File: src/rtl/led_nios2_oci_pkg.sv
// Shared constants and types for the OCI direct-branch trace (DCT) packer.
package led_nios2_oci_pkg;

  localparam int DCT_SLOTS = 15;
  localparam int DCT_W     = 2 * DCT_SLOTS;
  localparam int DCT_CW    = 4;

  localparam logic [1:0] TC_NT  = 2'b00;
  localparam logic [1:0] TC_TK  = 2'b01;
  localparam logic [1:0] TC_EXC = 2'b10;

  typedef enum logic [1:0] {
    ST_EMPTY,
    ST_FILL,
    ST_BLOCKED,
    ST_FLUSH
  } dct_state_t;

endpackage

File: src/rtl/led_nios2_processor_oci_dct_outreg.sv
// One-entry valid/ready holding register for packed DCT words.
module led_nios2_processor_oci_dct_outreg
  import led_nios2_oci_pkg::*;
#(
  parameter int W  = DCT_W,
  parameter int CW = DCT_CW
) (
  input  logic          clk,
  input  logic          reset,
  input  logic          load,
  input  logic [W-1:0]  load_buf,
  input  logic [CW-1:0] load_cnt,
  input  logic          take,
  output logic          valid,
  output logic [W-1:0]  buffer,
  output logic [CW-1:0] count,
  output logic          free
);

  // A word leaving this cycle frees the slot for a same-edge reload.
  assign free = !valid || take;

  always_ff @(posedge clk) begin
    if (reset) begin
      valid  <= 1'b0;
      buffer <= '0;
      count  <= '0;
    end else if (load) begin
      valid  <= 1'b1;
      buffer <= load_buf;
      count  <= load_cnt;
    end else if (take) begin
      valid  <= 1'b0;
    end
  end

endmodule

File: src/rtl/led_nios2_processor_oci_dct_packer.sv
// Packs 2-bit direct-branch trace codes into 15-slot words; emits on full, flush or trace stop.
module led_nios2_processor_oci_dct_packer
  import led_nios2_oci_pkg::*;
#(
  parameter int SLOTS = DCT_SLOTS,
  parameter int CNT_W = DCT_CW
) (
  input  logic                 clk,
  input  logic                 reset,
  input  logic                 trc_on,
  input  logic                 frame_valid,
  input  logic [1:0]           frame_data,
  output logic                 frame_ready,
  input  logic                 flush_req,
  output logic                 flush_ack,
  output logic [2*SLOTS-1:0]   dct_buffer,
  output logic [CNT_W-1:0]     dct_count,
  output logic                 dct_valid,
  input  logic                 dct_ready,
  output logic [7:0]           drop_cnt
);

  dct_state_t           state, state_nxt;
  logic [2*SLOTS-1:0]   acc_buf, acc_wr;
  logic [CNT_W-1:0]     acc_cnt, load_cnt;
  logic                 trc_q, armed;
  logic                 accept, fall, last, out_free, load, ack_set;

  assign fall        = trc_q && !trc_on;
  assign frame_ready = !reset && trc_on && (state == ST_EMPTY || state == ST_FILL);
  assign accept      = frame_valid && frame_ready;
  assign last        = accept && (acc_cnt == CNT_W'(SLOTS - 1));
  assign load_cnt    = acc_cnt + CNT_W'(accept);

  always_comb begin
    acc_wr = acc_buf;
    if (accept) acc_wr[{acc_cnt, 1'b0} +: 2] = frame_data;
  end

  always_ff @(posedge clk) begin
    if (reset) state <= ST_EMPTY;
    else       state <= state_nxt;
  end

  always_comb begin
    state_nxt = state;
    case (state)
      ST_EMPTY:   if (accept) state_nxt = flush_req ? ST_FLUSH : ST_FILL;
      ST_FILL: begin
        if (last)                    state_nxt = out_free ? ST_EMPTY : ST_BLOCKED;
        else if (flush_req || fall)  state_nxt = ST_FLUSH;
      end
      ST_BLOCKED: if (out_free) state_nxt = ST_EMPTY;
      ST_FLUSH:   if (out_free) state_nxt = ST_EMPTY;
      default:    state_nxt = ST_EMPTY;
    endcase
  end

  // An idle flush acks once per request level; a held request is re-armed only by dropping it.
  always_comb begin
    load    = 1'b0;
    ack_set = 1'b0;
    case (state)
      ST_EMPTY: ack_set = !accept && (fall || (flush_req && armed));
      ST_FILL: if (last && out_free) begin
        load    = 1'b1;
        ack_set = flush_req;
      end
      ST_BLOCKED: if (out_free) begin
        load    = 1'b1;
        ack_set = flush_req;
      end
      ST_FLUSH: if (out_free) begin
        load    = 1'b1;
        ack_set = 1'b1;
      end
      default: ;
    endcase
  end

  always_ff @(posedge clk) begin
    if (reset) begin
      acc_buf   <= '0;
      acc_cnt   <= '0;
      trc_q     <= 1'b0;
      armed     <= 1'b1;
      flush_ack <= 1'b0;
      drop_cnt  <= '0;
    end else begin
      trc_q     <= trc_on;
      flush_ack <= ack_set;
      if (!flush_req)  armed <= 1'b1;
      else if (ack_set) armed <= 1'b0;
      if (load) begin
        acc_buf <= '0;
        acc_cnt <= '0;
      end else if (accept) begin
        acc_buf <= acc_wr;
        acc_cnt <= load_cnt;
      end
      if (frame_valid && !trc_on && drop_cnt != 8'hFF) drop_cnt <= drop_cnt + 8'd1;
    end
  end

  led_nios2_processor_oci_dct_outreg #(.W(2*SLOTS), .CW(CNT_W)) u_outreg (
    .clk      (clk),
    .reset    (reset),
    .load     (load),
    .load_buf (acc_wr),
    .load_cnt (load_cnt),
    .take     (dct_ready),
    .valid    (dct_valid),
    .buffer   (dct_buffer),
    .count    (dct_count),
    .free     (out_free)
  );

endmodule

File: config.mk
export PLATFORM = sky130hd
export DESIGN_NAME = led_nios2_processor_oci_dct_packer
export DESIGN_NICKNAME = d
export VERILOG_FILES = /design/src/rtl/led_nios2_oci_pkg.sv /design/src/rtl/led_nios2_processor_oci_dct_outreg.sv /design/src/rtl/led_nios2_processor_oci_dct_packer.sv
export SDC_FILE = /design/constraint.sdc
export NUM_CORES = 1
export LEC_CHECK = 0
export ABC_AREA = 1
export ABC_CLOCK_PERIOD_IN_PS = 2800
export CAP_MARGIN = 0
export CORE_MARGIN = 1.5
export CORE_UTILIZATION = 55
export CTS_CLUSTER_DIAMETER = 60
export DETAILED_ROUTE_END_ITERATION = 8
export PLACE_DENSITY_LB_ADDON = 0.15
export SYNTH_ARGS = -nofsm -noshare
export SYNTH_HDL_FRONTEND = slang
export SYNTH_SLANG_ARGS = --single-unit
File: constraint.sdc
create_clock -name clk -period 2.8 [get_ports clk]
set_clock_uncertainty 0.15 [all_clocks]
set_input_delay 0.28 -clock clk [delete_from_list [all_inputs] [get_ports clk]]
set_output_delay 0.28 -clock clk [all_outputs]
set_load 0.05 [all_outputs]
# Word-level counts from Yosys, hierarchy flattened
# Index checks and enable logic that the tools add are counted.
word_totals:
  register_bits: 82
  in_bits: 8
  out_inout_bits: 45
  wordCells: 65
op_classes:
  add_sub_neg: 3
  n_eq_ne: 8
  shift: 2
  mux: 17
  bitwise_logic: 1
  reduce_logical: 24
op_table:
  columns: ["operator", "count"]
  rows:
  - ["30-bit bitwise mux", 1]
  - ["30-bit 2-to-1 mux", 1]
  - ["2-bit by 7-bit variable shift with 30-bit output, first input constant", 1]
  - ["2-bit by 7-bit variable part select with 30-bit output", 1]
  - ["2-bit 2-to-1 mux", 6]
  - ["1-bit logical AND", 10]
  - ["8-bit by 1-bit adder with 8-bit output, second input constant", 1]
  - ["8-bit != test, second input constant", 1]
  - ["5-bit negation with 7-bit output", 1]
  - ["1-bit 2-to-1 mux", 6]
  - ["2-bit one-hot mux with 3 select lines", 1]
  - ["2-bit OR reduction", 3]
  - ["4-bit by 1-bit adder with 4-bit output", 1]
  - ["2-bit == test, second input constant", 2]
  - ["4-bit == test, second input constant", 1]
  - ["1-bit logical NOT", 4]
  - ["1-bit logical OR", 4]
  - ["1-bit one-hot mux with 4 select lines", 1]
  - ["3-bit by 2-bit != test with 1-bit output, second input constant", 1]
  - ["3-bit AND reduction", 1]
  - ["2-bit by 1-bit == test with 1-bit output, second input constant", 1]
  - ["2-bit logical NOT", 1]
  - ["2-bit by 1-bit != test with 1-bit output, second input constant", 1]
  - ["2-bit != test, second input constant", 1]
  - ["other kinds (3)", 3]

# Depth between registers and ports, before layout
depth:
  ltp_word: 9
  ltp_mapped: 12
  ltp_nobuf: 12

# Hierarchy
# A second synthesis with hierarchy kept.
hier_totals:
  hier_cells: 552
  area_unflattened_um2: 3916.3
modules_own_cells:
  columns: ["module", "instances", "cells_each", "area_per_inst_um2", "seq_area_each_um2"]
  rows:
  - ["led_nios2_processor_oci_dct_packer", 1, 401, 2695.1, 940.9]
  - ["led_nios2_processor_oci_dct_outreg", 1, 151, 1221.2, 700.7]

# Least setup slack after synthesis
# OpenSTA, ideal clock, no wires.
synth_path:
  path_type: "reg2reg"
  start: "register state[1]"
  end: "register acc_cnt[2]"
  setup_time_ns: 0.070
  arrival_ns: 1.833
  required_time_ns: 2.580
  slack_ns: 0.748
  path_stages_with_launch: 13
  n_path_buf: 1
  period_less_slack_ns: 2.052
  path_cell_list: "dfxtp_1 inv_1 ha_1 inv_1 nand2_1 nand3_4 inv_2 buf_2 ha_1 ha_1 xor2_1 nand2_1 a21oi_1"
synth_via:
  elab_chain_len: 9
  word_cells_on_any_way: 14
  cone_classes: "add/sub (1); eq/ne (3); mux (2); reduce/logical (8)"
synth_lines:
  columns: ["element", "line", "text"]
  rows:
  - ["from (decl)", "led_nios2_processor_oci_dct_packer.sv:23", "dct_state_t state, state_nxt;"]
  - ["from (signal assigned)", "led_nios2_processor_oci_dct_packer.sv:42", "else state <= state_nxt;"]
  - ["2-bit by 1-bit == test with 1-bit output / 2-bit logical NOT (equally long branches)", "led_nios2_processor_oci_dct_packer.sv:30, led_nios2_processor_oci_dct_packer.sv:63", null]
  - ["1-bit logical OR", "led_nios2_processor_oci_dct_packer.sv:30", "assign frame_ready = !reset && trc_on && (state == ST_EMPTY || state == ST_FILL);"]
  - ["1-bit logical AND", "led_nios2_processor_oci_dct_packer.sv:30", null]
  - ["1-bit logical AND", "led_nios2_processor_oci_dct_packer.sv:31", "assign accept = frame_valid && frame_ready;"]
  - ["1-bit logical AND", "led_nios2_processor_oci_dct_packer.sv:32", "assign last = accept && (acc_cnt == CNT_W'(SLOTS - 1));"]
  - ["1-bit logical AND", "led_nios2_processor_oci_dct_packer.sv:65", "ST_FILL: if (last && out_free) begin"]
  - ["1-bit 2-to-1 mux", "led_nios2_processor_oci_dct_packer.sv:65", null]
  - ["1-bit one-hot mux with 2 select lines", "led_nios2_processor_oci_dct_packer.sv:63", "case (state)"]
  - ["2-bit OR reduction (no source line)", null, null]
  - ["to (signal assigned)", "led_nios2_processor_oci_dct_packer.sv:99", "acc_cnt <= load_cnt;"]
  - ["to (decl)", "led_nios2_processor_oci_dct_packer.sv:25", "logic [CNT_W-1:0] acc_cnt, load_cnt;"]
# Parallel ways exist; a longest one is shown, timed or not.
# A chain may end at the register's enable or synchronous reset.

# Worst setup path in the final report
layout_path:
  start: "register acc_cnt[0]"
  end: "register u_outreg.buffer[24]"
layout_via:
  elab_chain_len: 5
  word_cells_on_any_way: 10
  cone_classes: "add/sub (1); eq/ne (1); shift (2); mux (4); reduce/logical (2)"
layout_lines:
  columns: ["element", "line", "text"]
  rows:
  - ["branches (longest 5 deep; another with 5-bit negation with 7-bit output)", null, null]
  - ["to (signal assigned)", "led_nios2_processor_oci_dct_outreg.sv:30", "buffer <= load_buf;"]
  - ["to (decl)", "led_nios2_processor_oci_dct_outreg.sv:15", "output logic [W-1:0] buffer,"]
# Parallel ways; which one is timed is not known.

==> impl_metrics.toml <==
[status]
outcome = "finished clean"

[logic_synthesis]
yosysWarnings = 0
synth-seq-cells = 82
synth_top_area_cell = "dfxtp_1"
synthTopCellsByArea = "dfxtp_1 (42%), nand2_1 (15%), nand3_1 (13%), inv_1 (5.7%), nor2_1 (5.3%)"
yosysSeqAreaShare_pct = 42.2
synth_common_cells = "nand2_1 (157), nand3_1 (100), dfxtp_1 (82)"
netlist_area_um2 = 3890
syn_inst = 552
synth.distinct_cells = 32
async_flop_share_pct = 0
syn-num-nets = 572
synth-edff-count = 0
avgSynthCellArea_um2 = 7.05
synth_most_common_cell = "nand2_1"
yosys.area.top_type_share_pct = 42.2
synth_ff_type = "dfxtp_1"

[floorplanning]
die_x_um = 87.1
dieHeight_um = 87.1
dieArea_um2 = 7590
core_area_um2 = 6830
io_pins = 53
initial_core_util_pct = 57.0
fp-row-count = 30

[sta]
worst_slew_pin_slew_ns = 0.525
whs_ns = 0.322
slew_viol_final = 0
max-slew-margin-rel_pct = 64.9
period_needed_ns = 2.32
fmax_mhz = 432
setup_viol = 0
rsz0062_at_grt = "false"
fin_tns_setup_ns = 0
finalCritPeriodShare_pct = 82.7
hold_viol_final = 0

[global_route]
track_usage_pct = 24.6
grt_pass1_wl_mm = 14.8
grt_start_max_net_pins = 44
antenna_found_initial = 0
grt_pass1_vias = 3367
grt-ovfl-total = 0

[power]
ir_drop_mv = 0.231
power.density_nw_per_um2 = 533
power_leakage_nw = 2.06

[clock_network]
post_cts_buffers = 0
hold_buffers = 0
cts_buffer_depth = 2
clock-sinks = 82
cts_tree = "built"
cts_inserted_buffers = 9
htree_levels = 3
cts-root-buf = "clkbuf_8"
cts_resized = 0
clkTransAtPathRegs_ns = 0.08
clk_latency_ns = 0.35

[placed_design]
gp_congestion = 0.879
hpwl_mm = 6.06
io_buffers = 52

[worst_hold_path]
hp-class = "reg -> reg"

[finish]
area_growth_pct = 18.3
diodes = 0
drive_gt1_share_pct = 6.80
num-nets-final = 619

[critical_path]
path_max_fanout = 8
start_kind = "flop"
crit_type = "reg -> reg"
end_kind = "flop"
crit_required_ns = 2.94
cp.arrival_ns = 2.46

[route]
drcViolationCount = 0
postRouteAntennaNets = 0
wl_per_cell_um = 12.5
viasPerCell = 5.17
drtIter0Drc = 190
wl_mm = 8.74
drt_first_pass_iters = 4
vias = 3613

[run]
cap_violations = 0
## metrics by stage
step	std cells	total power [mW]	setup slack (ns)	instance area [um2]	utilization (%)
2_1_floorplan	552	1.63	0.748	3890	-
3_3_place_gp	684	1.74	0.414	4440	65.1
3_5_place_dp	684	1.75	0.356	4440	65.1
4_1_cts	699	2.47	0.509	4600	67.4
5_1_grt	699	2.57	0.232	4600	67.4
6_report	699	2.45	0.483	4600	67.4
## where the power goes
group	leakage (nW)	internal, mW	switching (mW)	total, mW
clock	0.0806	0.310	0.411	0.722
combinational	1.32	0.162	0.361	0.522
sequential	0.662	1.19	0.0172	1.21
total	2.06	1.66	0.789	2.45
## cells by family (layout without fill, tap and decap cells)
logic type,after synthesis,in the layout,share of synthesized area (%)
simple gates,348,348,40.6
compound gates,24,24,3.25
fa+ha+maj,12,12,3.86
xor+xnor,3,3,0.675
flops,82,82,42.2
buf+inv,83,134,9.42
## final timing paths
path / start / endpoint / slack [ns] / cells after the start
worst max-delay path: acc_cnt[0] / u_outreg.buffer[24] / 0.48 / 9
worst min-delay path: u_outreg.buffer[5] / u_outreg.buffer[5] / 0.32 / 2
worst max register to register: acc_cnt[0] / u_outreg.buffer[24] / 0.48 / 9
worst min register to register: u_outreg.buffer[5] / u_outreg.buffer[5] / 0.32 / 2
## metal layers
metal  GRT usage [%]  routed length [um]
met5               0                   0
met4            7.36                 106
met3            5.12                 391
met2            43.6                4260
met1            30.1                3990
## worst max-delay path, stage by stage (launching register included)
cell	delay [ns]
dfxtp_1	0.46
inv_1	0.19
ha_1	0.36
inv_1	0.15
nand3_1	0.12
nor2_1	0.40
nand3_1	0.17
nand2_1	0.11
nand3_1	0.07
nand2_1	0.08
## sequential cells by signal, indices dropped and copies added (netlist names)
register	cells
u_outreg.buffer	30
flush_ack	1
acc_buf	30
u_outreg.count	4
trc_q	1
acc_cnt	4
drop_cnt	8
state	2
u_outreg.valid	1
armed	1
## layout make-up
| cell class | count | area [um2] |
|---|---|---|
| clock buffers | 9 | 124 |
| clock inverters | 6 | 35.0 |
| fillers | 636 | 2230 |
| inverters | 63 | 239 |
| multi-input cells | 387 | 1880 |
| flip-flops and latches | 82 | 1640 |
| well taps | 96 | 120 |
| repair buffers | 56 | 561 |
## cell usage in the layout, fill, tap and decap left out
cell type | netlist | final
and3_1 | 1 | 1
a21oi_1 | 16 | 16
a22o_1 | 1 | 1
clkinvlp_4 | 0 | 2
nand3b_1 | 3 | 3
xnor2_1 | 1 | 1
nor2_8 | 1 | 1
nor2b_1 | 2 | 2
nor2_1 | 55 | 55
dfxtp_1 | 82 | 82
nor3_1 | 2 | 2
clkinv_2 | 0 | 4
nor3_2 | 1 | 1
inv_4 | 1 | 1
inv_2 | 3 | 3
nand2_2 | 5 | 5
buf_4 | 3 | 4
clkbuf_8 | 0 | 9
buf_12 | 0 | 1
nor2_4 | 4 | 4
nand2_1 | 157 | 157
ha_1 | 12 | 12
inv_1 | 59 | 59
nand2_4 | 1 | 1
o21ai_0 | 6 | 6
nand4_1 | 11 | 11
clkdlybuf4s50_1 | 0 | 51
a21o_1 | 1 | 1
nand3_2 | 1 | 1
nand3_4 | 1 | 1
nor2_2 | 3 | 3
xor2_1 | 2 | 2
nand3_1 | 100 | 100
(Power assumes the default switching activity.)
==> RTL edit (same settings) <==
Encoding of `dct_state_t`: now Gray code (2 bits for 4 states).
--- a/src/rtl/led_nios2_oci_pkg.sv
+++ b/src/rtl/led_nios2_oci_pkg.sv
@@ -12,6 +12,6 @@
   typedef enum logic [1:0] {
-    ST_EMPTY,
-    ST_FILL,
-    ST_BLOCKED,
-    ST_FLUSH
+    ST_EMPTY   = 2'b00,
+    ST_FILL    = 2'b01,
+    ST_BLOCKED = 2'b11,
+    ST_FLUSH   = 2'b10
   } dct_state_t;
Function: no difference found for any inputs over 4 cycles, from zero or initial values and one cycle with reset high; so few cycles prove little.
==> RTL edit against the original RTL <==
The run now ends with DRC left; wire length fell by 2.9%; power rose by 2.6%; maximum frequency fell by 4.3%; cell area fell by 3.3%; first-iteration DRC count fell by 16%; global-route usage rose by 0.35 points; setup slack got worse by 100 ps; non-clock buffer count rose by 4; synthesized area fell by 5.4%; via count fell by 3.9%; worst hold slack got worse by 1.6 ps; sequential cell count did not move; sequential share of layout area rose by 1.2 points; critical path type unchanged.
==> RTL edit: results (changes against the original RTL) <==
metric	value	unit	change
outcome	finished with violations		was finished clean
violated checks	DRC		
crit path time final	2420	ps	was 2320 ps
initial antenna violation count	0		unchanged
DP Worst Slack	385	ps	was 356 ps
flop2flop setup slack	380	ps	was 480 ps
sequential-to-total area share from yosys stat	0.446		was 0.422
1st-iter DRT viols	159		was 190
leak pwr	1.98	nW	was 2.06 nW
vias in the first global route	3310		was 3367
worst hold slack	320	ps	was 322 ps
worst reg-to-reg path cell count	10		was 9
# DRC	6		was 0
largest cells by area after synthesis	dfxtp_1, nand2_1, nand3_1		unchanged
post-synthesis xor/xnor area fraction	0.0143		was 0.00675
HP Start	u_outreg.buffer[16]$_SDFFE_PP0P_		was u_outreg.buffer[5]$_SDFFE_PP0P_
Synth Area in Adders	0.0238		was 0.0386
Yosys top cell area share	0.446		was 0.422
worst setup path endpoint	u_outreg.buffer[25]$_SDFFE_PP0P_		was u_outreg.buffer[24]$_SDFFE_PP0P_
largest net degree at the start of global routing	35		was 44
DP HPWL	6.03	mm	was 6.06 mm
NumNets Final	578		was 619
DRT Wirelength	8.49	mm	was 8.74 mm
global-route usage over all layers	0.250		was 0.246
Synth async-reset ratio	0		unchanged
maximum fanout along the worst path	9		was 8
GPL Wtd Cong	0.897		was 0.879
Avg Cell Area, Syn	7.18	sq um	was 7.05 sq um
Max stage delay on crit path	500	ps	was 460 ps
post-place instance area	0.00424	sq mm	was 0.00444 sq mm
Synth Area in Compound Gates	0.0649		was 0.0325
non-filler cells, final	644		was 699
Commonest cells post-synth	nand2_1, dfxtp_1, nand3_1		was nand2_1, nand3_1, dfxtp_1
Peak supply drop	0.463	mV	was 0.231 mV
placed cells	629		was 684
max_slew headroom	0.650		was 0.649
Netlist cell types	31		was 32
Min-Delay Path Depth	2		unchanged
first-pass GRT wire length	14.4	mm	was 14.8 mm
1st-pass router iterations	7		was 4
worst min-delay path endpoint	u_outreg.buffer[16]$_SDFFE_PP0P_		was u_outreg.buffer[5]$_SDFFE_PP0P_
share of cells above drive strength 1	0.0688		was 0.0680
critical path data arrival time	2530	ps	was 2460 ps
vias per cell	5.39		was 5.17
[RTL edit: metal layers]
metal	vias up	part of all wire	routed length, microns	global-route usage
li1	1768	-	-	-
met4	0	0.018	157	0.0999
met2	115	0.48	4080	0.423
met3	17	0.058	489	0.0642
met1	1573	0.44	3760	0.304
met5	-	0	0	0
[RTL edit: final cells by class]
| cell class | instances | area, sq um |
|---|---|---|
| Multi-Input combinational cell | 382 | 1810 |
| Clock inverter | 5 | 80.1 |
| Sequential cell | 82 | 1640 |
| Fill cell | 559 | 1970 |
| Tap cell | 77 | 96.3 |
| Timing Repair Buffer | 60 | 591 |
| Inverter | 28 | 106 |
| Clock buffer | 10 | 128 |
[RTL edit: power by group]
part | internal, mW | switching, mW | total (mW)
registers | 1.19 | 0.0205 | 1.21
clock network | 0.496 | 0.417 | 0.913
logic | 0.116 | 0.277 | 0.392
total | 1.80 | 0.714 | 2.52
